===== config.mk =====
export PLATFORM = sky130hd
export DESIGN_NAME = fetch_unit
export DESIGN_NICKNAME = d
export VERILOG_FILES = /design/src/rtl/riscv_pkg.sv /design/src/rtl/branch_cmp.sv /design/src/rtl/fetch_unit.sv
export SDC_FILE = /design/constraint.sdc
export NUM_CORES = 1
export LEC_CHECK = 0
export ABC_AREA = 1
export CORE_MARGIN = 4
export CORE_UTILIZATION = 25
export DETAILED_ROUTE_END_ITERATION = 7
export PLACE_DENSITY = 0.56
export REMOVE_ABC_BUFFERS = 1
export SLEW_MARGIN = 10
export SYNTH_ARGS = -nofsm -noshare
export SYNTH_HDL_FRONTEND = slang
export SYNTH_SLANG_ARGS = --single-unit

===== constraint.sdc =====
create_clock -name clk -period 2.9 [get_ports clk]
set_clock_uncertainty 0.1 [all_clocks]
set_input_delay 0.58 -clock clk [delete_from_list [all_inputs] [get_ports clk]]
set_output_delay 0.58 -clock clk [all_outputs]
set_load 0.1 [all_outputs]

===== src/rtl/riscv_pkg.sv =====
`default_nettype none
// ============================================================================
//  Module   : riscv_pkg
//  Brief    : Shared constants and types for the single-cycle RISC-V core:
//             opcodes, BrOp encodings, branch F3 codes, fetch FSM states.
//  Revision : 1.0 - initial release
// ============================================================================
package riscv_pkg;

  localparam int XLEN_DEF = 32;

  // Base opcodes (instr[6:0])
  localparam logic [6:0] OP_LUI    = 7'b0110111;
  localparam logic [6:0] OP_AUIPC  = 7'b0010111;
  localparam logic [6:0] OP_JAL    = 7'b1101111;
  localparam logic [6:0] OP_JALR   = 7'b1100111;
  localparam logic [6:0] OP_BRANCH = 7'b1100011;
  localparam logic [6:0] OP_LOAD   = 7'b0000011;
  localparam logic [6:0] OP_STORE  = 7'b0100011;
  localparam logic [6:0] OP_IMM    = 7'b0010011;
  localparam logic [6:0] OP_REG    = 7'b0110011;

  // BrOp[4:3] class; BrOp[4]=1 alone marks an unconditional jump
  localparam logic [1:0] BR_NONE = 2'b00;
  localparam logic [1:0] BR_COND = 2'b01;
  localparam logic       BR_JUMP = 1'b1;

  // Branch conditions carried in BrOp[2:0] (same as branch F3)
  localparam logic [2:0] F3_BEQ  = 3'b000;
  localparam logic [2:0] F3_BNE  = 3'b001;
  localparam logic [2:0] F3_BLT  = 3'b100;
  localparam logic [2:0] F3_BGE  = 3'b101;
  localparam logic [2:0] F3_BLTU = 3'b110;
  localparam logic [2:0] F3_BGEU = 3'b111;

  typedef enum logic [1:0] {
    FETCH = 2'd0,
    WAIT  = 2'd1,
    EXEC  = 2'd2,
    HALT  = 2'd3
  } fetch_state_t;

endpackage
`default_nettype wire


===== src/rtl/branch_cmp.sv =====
`default_nettype none
// ============================================================================
//  Module   : branch_cmp
//  Brief    : Combinational branch/jump decision from BrOp and the two
//             register-file operands.
//  Revision : 1.0 - initial release
// ============================================================================
module branch_cmp
  import riscv_pkg::*;
#(
  parameter int XLEN = XLEN_DEF
) (
  input  logic [XLEN-1:0] rs1_data,
  input  logic [XLEN-1:0] rs2_data,
  input  logic [4:0]      BrOp,
  output logic            taken
);

  logic w_cond;

  // Evaluate the condition selected by BrOp[2:0]; codes 010/011 never take
  always_comb begin
    w_cond = 1'b0;
    case (BrOp[2:0])
      F3_BEQ:  w_cond = (rs1_data == rs2_data);
      F3_BNE:  w_cond = (rs1_data != rs2_data);
      F3_BLT:  w_cond = ($signed(rs1_data) <  $signed(rs2_data));
      F3_BGE:  w_cond = ($signed(rs1_data) >= $signed(rs2_data));
      F3_BLTU: w_cond = (rs1_data <  rs2_data);
      F3_BGEU: w_cond = (rs1_data >= rs2_data);
      default: w_cond = 1'b0;
    endcase
    taken = (BrOp[4] == BR_JUMP) || ((BrOp[4:3] == BR_COND) && w_cond);
  end

endmodule
`default_nettype wire


===== src/rtl/fetch_unit.sv =====
`default_nettype none
// ============================================================================
//  Module   : fetch_unit
//  Brief    : Instruction fetch and next-PC stage. Owns the PC, fetches over a
//             req/gnt + rvalid handshake, holds the instruction during EXEC
//             and resolves branches/jumps into the next PC.
//  Revision : 1.0 - initial release
// ============================================================================
module fetch_unit
  import riscv_pkg::*;
#(
  parameter int              XLEN     = XLEN_DEF,
  parameter logic [XLEN-1:0] RESET_PC = '0
) (
  input  logic            clk,
  input  logic            rst_n,
  output logic            imem_req,
  output logic [XLEN-1:0] imem_addr,
  input  logic            imem_gnt,
  input  logic            imem_rvalid,
  input  logic [31:0]     imem_rdata,
  output logic [31:0]     instr,
  output logic            instr_valid,
  output logic [6:0]      OpCode,
  output logic [2:0]      F3,
  output logic [6:0]      F7,
  output logic [XLEN-1:0] pc,
  output logic [XLEN-1:0] pc_plus4,
  input  logic [4:0]      BrOp,
  input  logic [XLEN-1:0] rs1_data,
  input  logic [XLEN-1:0] rs2_data,
  input  logic [XLEN-1:0] alu_res,
  input  logic            stall,
  output logic            misalign_err
);

  fetch_state_t    r_state, w_state_nxt;
  logic [XLEN-1:0] r_pc;
  logic [31:0]     r_instr;
  logic            r_misalign;

  logic            w_taken;
  logic [XLEN-1:0] w_target;
  logic [XLEN-1:0] w_pc_nxt;
  logic            w_pc_load;
  logic            w_instr_load;
  logic            w_set_misalign;

  branch_cmp #(.XLEN(XLEN)) u_branch_cmp (
    .rs1_data (rs1_data),
    .rs2_data (rs2_data),
    .BrOp     (BrOp),
    .taken    (w_taken)
  );

  // Jump target always has bit 0 cleared; bit 1 set means a misaligned target
  assign w_target = alu_res & ~{{(XLEN-1){1'b0}}, 1'b1};
  assign pc_plus4 = r_pc + XLEN'(4);
  assign w_pc_nxt = w_taken ? w_target : pc_plus4;

  // Output view of the registered state
  assign pc           = r_pc;
  assign imem_addr    = r_pc;
  assign instr        = r_instr;
  assign OpCode       = r_instr[6:0];
  assign F3           = r_instr[14:12];
  assign F7           = r_instr[31:25];
  assign misalign_err = r_misalign;

  // FSM state register
  always_ff @(posedge clk or negedge rst_n) begin
    if (!rst_n) r_state <= FETCH;
    else        r_state <= w_state_nxt;
  end

  // Next-state, handshake outputs and register load enables
  always_comb begin
    w_state_nxt    = r_state;
    imem_req       = 1'b0;
    instr_valid    = 1'b0;
    w_pc_load      = 1'b0;
    w_instr_load   = 1'b0;
    w_set_misalign = 1'b0;
    case (r_state)
      FETCH: begin
        // Request is masked while reset is held so nothing leaks to memory
        imem_req = rst_n;
        if (imem_gnt) w_state_nxt = WAIT;
      end
      WAIT: begin
        if (imem_rvalid) begin
          w_instr_load = 1'b1;
          w_state_nxt  = EXEC;
        end
      end
      EXEC: begin
        instr_valid = 1'b1;
        if (!stall) begin
          if (w_taken && w_target[1]) begin
            w_set_misalign = 1'b1;
            w_state_nxt    = HALT;
          end else begin
            w_pc_load   = 1'b1;
            w_state_nxt = FETCH;
          end
        end
      end
      HALT: w_state_nxt = HALT;
      default: w_state_nxt = FETCH;
    endcase
  end

  // PC, instruction latch and sticky misalignment flag
  always_ff @(posedge clk or negedge rst_n) begin
    if (!rst_n) begin
      r_pc       <= RESET_PC;
      r_instr    <= '0;
      r_misalign <= 1'b0;
    end else begin
      if (w_pc_load)      r_pc       <= w_pc_nxt;
      if (w_instr_load)   r_instr    <= imem_rdata;
      if (w_set_misalign) r_misalign <= 1'b1;
    end
  end

endmodule
`default_nettype wire


==> impl_metrics.py <==
metrics = {
    "status": {
        "status": "finished, violations left",
        "violations": "negative setup slack",
    },
    "timing": {
        "max_freq_ghz": 0.325,
        "rsz0062_at_grt": "yes",
        "tightest_slew_ns": 0.889,
        "finalSetupViolations": 10,
        "fin_crit_ns": 3.08,
        "hold_violations": 0,
        "min_period_over_period": 1.06,
        "layout_setup_ws_ns": -0.176,
        "slew_headroom": 0.407,
        "slew_viol_final": 0,
    },
    "placed_design": {
        "place_ws_ns": -0.480,
        "gp_congestion": 0.791,
        "dpl.hpwl_um": 14200,
        "port_buffers": 281,
    },
    "drt": {
        "vias_per_cell": 4.31,
        "drt_iter0_markers": 147,
        "drc": 0,
        "wl_per_cell_um": 15.7,
        "antenna_left": 0,
        "vias": 5233,
        "wl_um": 19000,
        "first_pass_iters": 4,
    },
    "die": {
        "core_area_um2": 19500,
        "die_x_um": 149,
        "die_h_um": 149,
        "start_util": 0.254,
        "fp-row-count": 51,
        "die_area_um2": 22200,
        "io_pins": 286,
    },
    "clocking": {
        "cts.clk_slew.worst_paths_ns": 0.06,
        "cts_buffer_depth": 2,
        "clockRootBuffer": "clkbuf_16",
        "cts_tree": "built",
        "cts_buffers": 9,
        "clk_latency_ns": 0.33,
        "cts_max_level": 3,
        "ctsHoldBuffers": 0,
        "clkSinkCount": 66,
    },
    "synthesis": {
        "syn_inst": 645,
        "netlist_area_um2": 4970,
        "synth_warnings": 0,
        "seq_area_frac_synth": 0.333,
        "synth-main-ff-cell": "dfrtp_1",
        "avgSynthCellArea_um2": 7.70,
        "ys_types": 37,
        "synth_edf_count": 0,
        "synth-seq-cells": 66,
        "ys_async_sr_fraction": 1.00,
    },
    "global_route": {
        "grt_max_degree": 67,
        "overflow": 0,
        "antenna_found_initial": 1,
        "grt_first_pass_wirelength_um": 28800,
        "grt_pass1_vias": 5468,
        "track_usage": 0.165,
    },
    "worst_setup_path": {
        "end_kind": "output port",
        "critical_path_required_ns": 2.22,
        "cp.arrival_ns": 2.40,
        "cp_cell_sequence": "buf_6 -> nand3_4 -> nor2_4 -> nand2_4 -> nor2_4 -> nand2_2 -> nor2_4 -> nand4_4 -> nor2_4 -> nand2_4 -> nor2_4 -> xor2_2 -> buf_12",
        "critPathKind": "reg -> out",
        "worst_setup_path_start_kind": "flop",
        "critical_path.max_fanout": 3,
        "cpPeakStageDelay_ns": 0.38,
        "crit_top_cell": "nor2_4",
        "cp_slowest_cell": "dfrtp_1",
    },
    "cells_and_area": {
        "final_nets": 1114,
        "antennaDiodeCount": 0,
        "drive_gt1_frac": 0.430,
        "area_growth_syn_to_layout_pct": 87.9,
        "post-route-util": 0.478,
    },
    "min_path": {
        "hp-class": "reg -> reg",
    },
    "run": {
        "maxCapViolations": 0,
    },
}
==> registers in the layout, indices dropped and copies added (netlist names) <==
register / cells
imem_addr: 31
r_state: 2
instr: 32
misalign_err: 1
==> cells in the final DEF (no fill, tap or decap), types with 3 or more instances in the layout <==
master / count
a21oi_1: 8
a21oi_2: 8
a21oi_4: 3
buf_12: 32
buf_16: 3
buf_4: 179
buf_6: 5
clkbuf_16: 10
clkbuf_2: 4
clkbuf_8: 4
clkdlybuf4s15_1: 13
clkdlybuf4s50_1: 71
conb_1: 3
dfrtp_1: 66
dlygate4sd2_1: 27
dlymetal6s2s_1: 20
ha_1: 5
ha_4: 26
inv_1: 46
inv_2: 25
mux2_2: 32
nand2_1: 187
nand2_2: 23
nand2_4: 11
nand3_1: 41
nand3_2: 6
nand4_1: 6
nor2_1: 14
nor2_2: 7
nor2_4: 8
nor3_1: 9
xnor2_1: 5
xnor2_2: 4
xor2_1: 11
==> cells by family (layout without fill, tap and decap cells) <==
logic type               after synthesis  after routing  share of synthesized area
AND/OR/NAND/NOR                      321            321                      0.278
multiplexers                          32             32                     0.0726
AO/OA/AOI/OAI                         28             28                     0.0340
buffers and inverters                141            442                      0.156
adder cells (fa/ha/maj)               33             33                     0.0831
XOR/XNOR                              23             23                     0.0421
flip-flops                            66             66                      0.333
other                                  1              3                   0.000755
==> Yosys cell counts (2+ instances only) <==
master,n,area share
nand2_2,6,0.0076
ha_1,33,0.083
nor3_1,11,0.011
nor2_4,3,0.0068
nand4_1,6,0.0076
mux2_2,32,0.073
xor2_1,13,0.023
nor2_2,2,0.0025
inv_1,70,0.053
o21a_1,2,0.0030
xnor2_1,9,0.016
a21oi_1,18,0.018
nand3_1,48,0.048
buf_4,52,0.079
buf_2,6,0.0060
o21ai_0,2,0.0020
nand2_1,214,0.16
buf_6,6,0.014
clkbuf_1,6,0.0045
dfrtp_1,66,0.33
nor2_1,24,0.018
==> metal layers <==
metal  wire length, um  track usage
met3              1570       0.0486
met5                13            0
met1              7460        0.189
met4               196       0.0339
met2              9760        0.303
==> area by class of cell <==
type,count,area (um2)
inverters,71,267
repair buffers,355,3500
clock inverters,3,45.0
well taps,265,332
fillers,1922,10200
clock buffers,13,280
flip-flops and latches,66,1650
multi-input cells,440,3260
==> path summary, 6_finish.rpt <==
path,to,from,depth (start not counted),slack [ns]
worst min-delay path,misalign_err,misalign_err,1,0.38
worst max-delay path,pc_plus4[31],imem_addr[2],13,-0.18
max in group asynchronous,instr[23],rst_n,2,1.71
worst max register to register,imem_addr[29],imem_addr[2],16,0.54
worst min register to register,misalign_err,misalign_err,1,0.38
min in group asynchronous,imem_addr[21],rst_n,2,0.39
==> timing repair <==
| action | 4_1_cts | 5_1_grt |
|---|---|---|
| endpoints found under the setup margin | 47 | 50 |
| gates resized for setup | 135 | 102 |
| setup buffers | 16 | 8 |
| pin swaps | 47 | 70 |
| cloned | 3 | 1 |
==> worst max-delay path: cells and delay by family (launching register included) <==
family | cells | cell delay (ns)
DFF | 1 | 0.38
xor gates and xnor gates | 1 | 0.22
and+or+nand+nor | 10 | 1.14
buffers and inverters | 2 | 0.33
==> stage by stage <==
step	std cells	area (um2)	setup TNS, ns	hold slack (ns)
final	1213	9330	-0.870	0.383
after global routing	1213	9330	-2.84	0.404
after floorplan	577	4460	-103.74	0.184
after detailed placement	1170	7980	-15.52	0.372
after CTS	1204	8930	-1.70	0.389
after global placement	1170	7980	-16.13	0.371
Power is not shown: default switching activity piles up to over one toggle a cycle in this logic, so the estimate is an artifact.
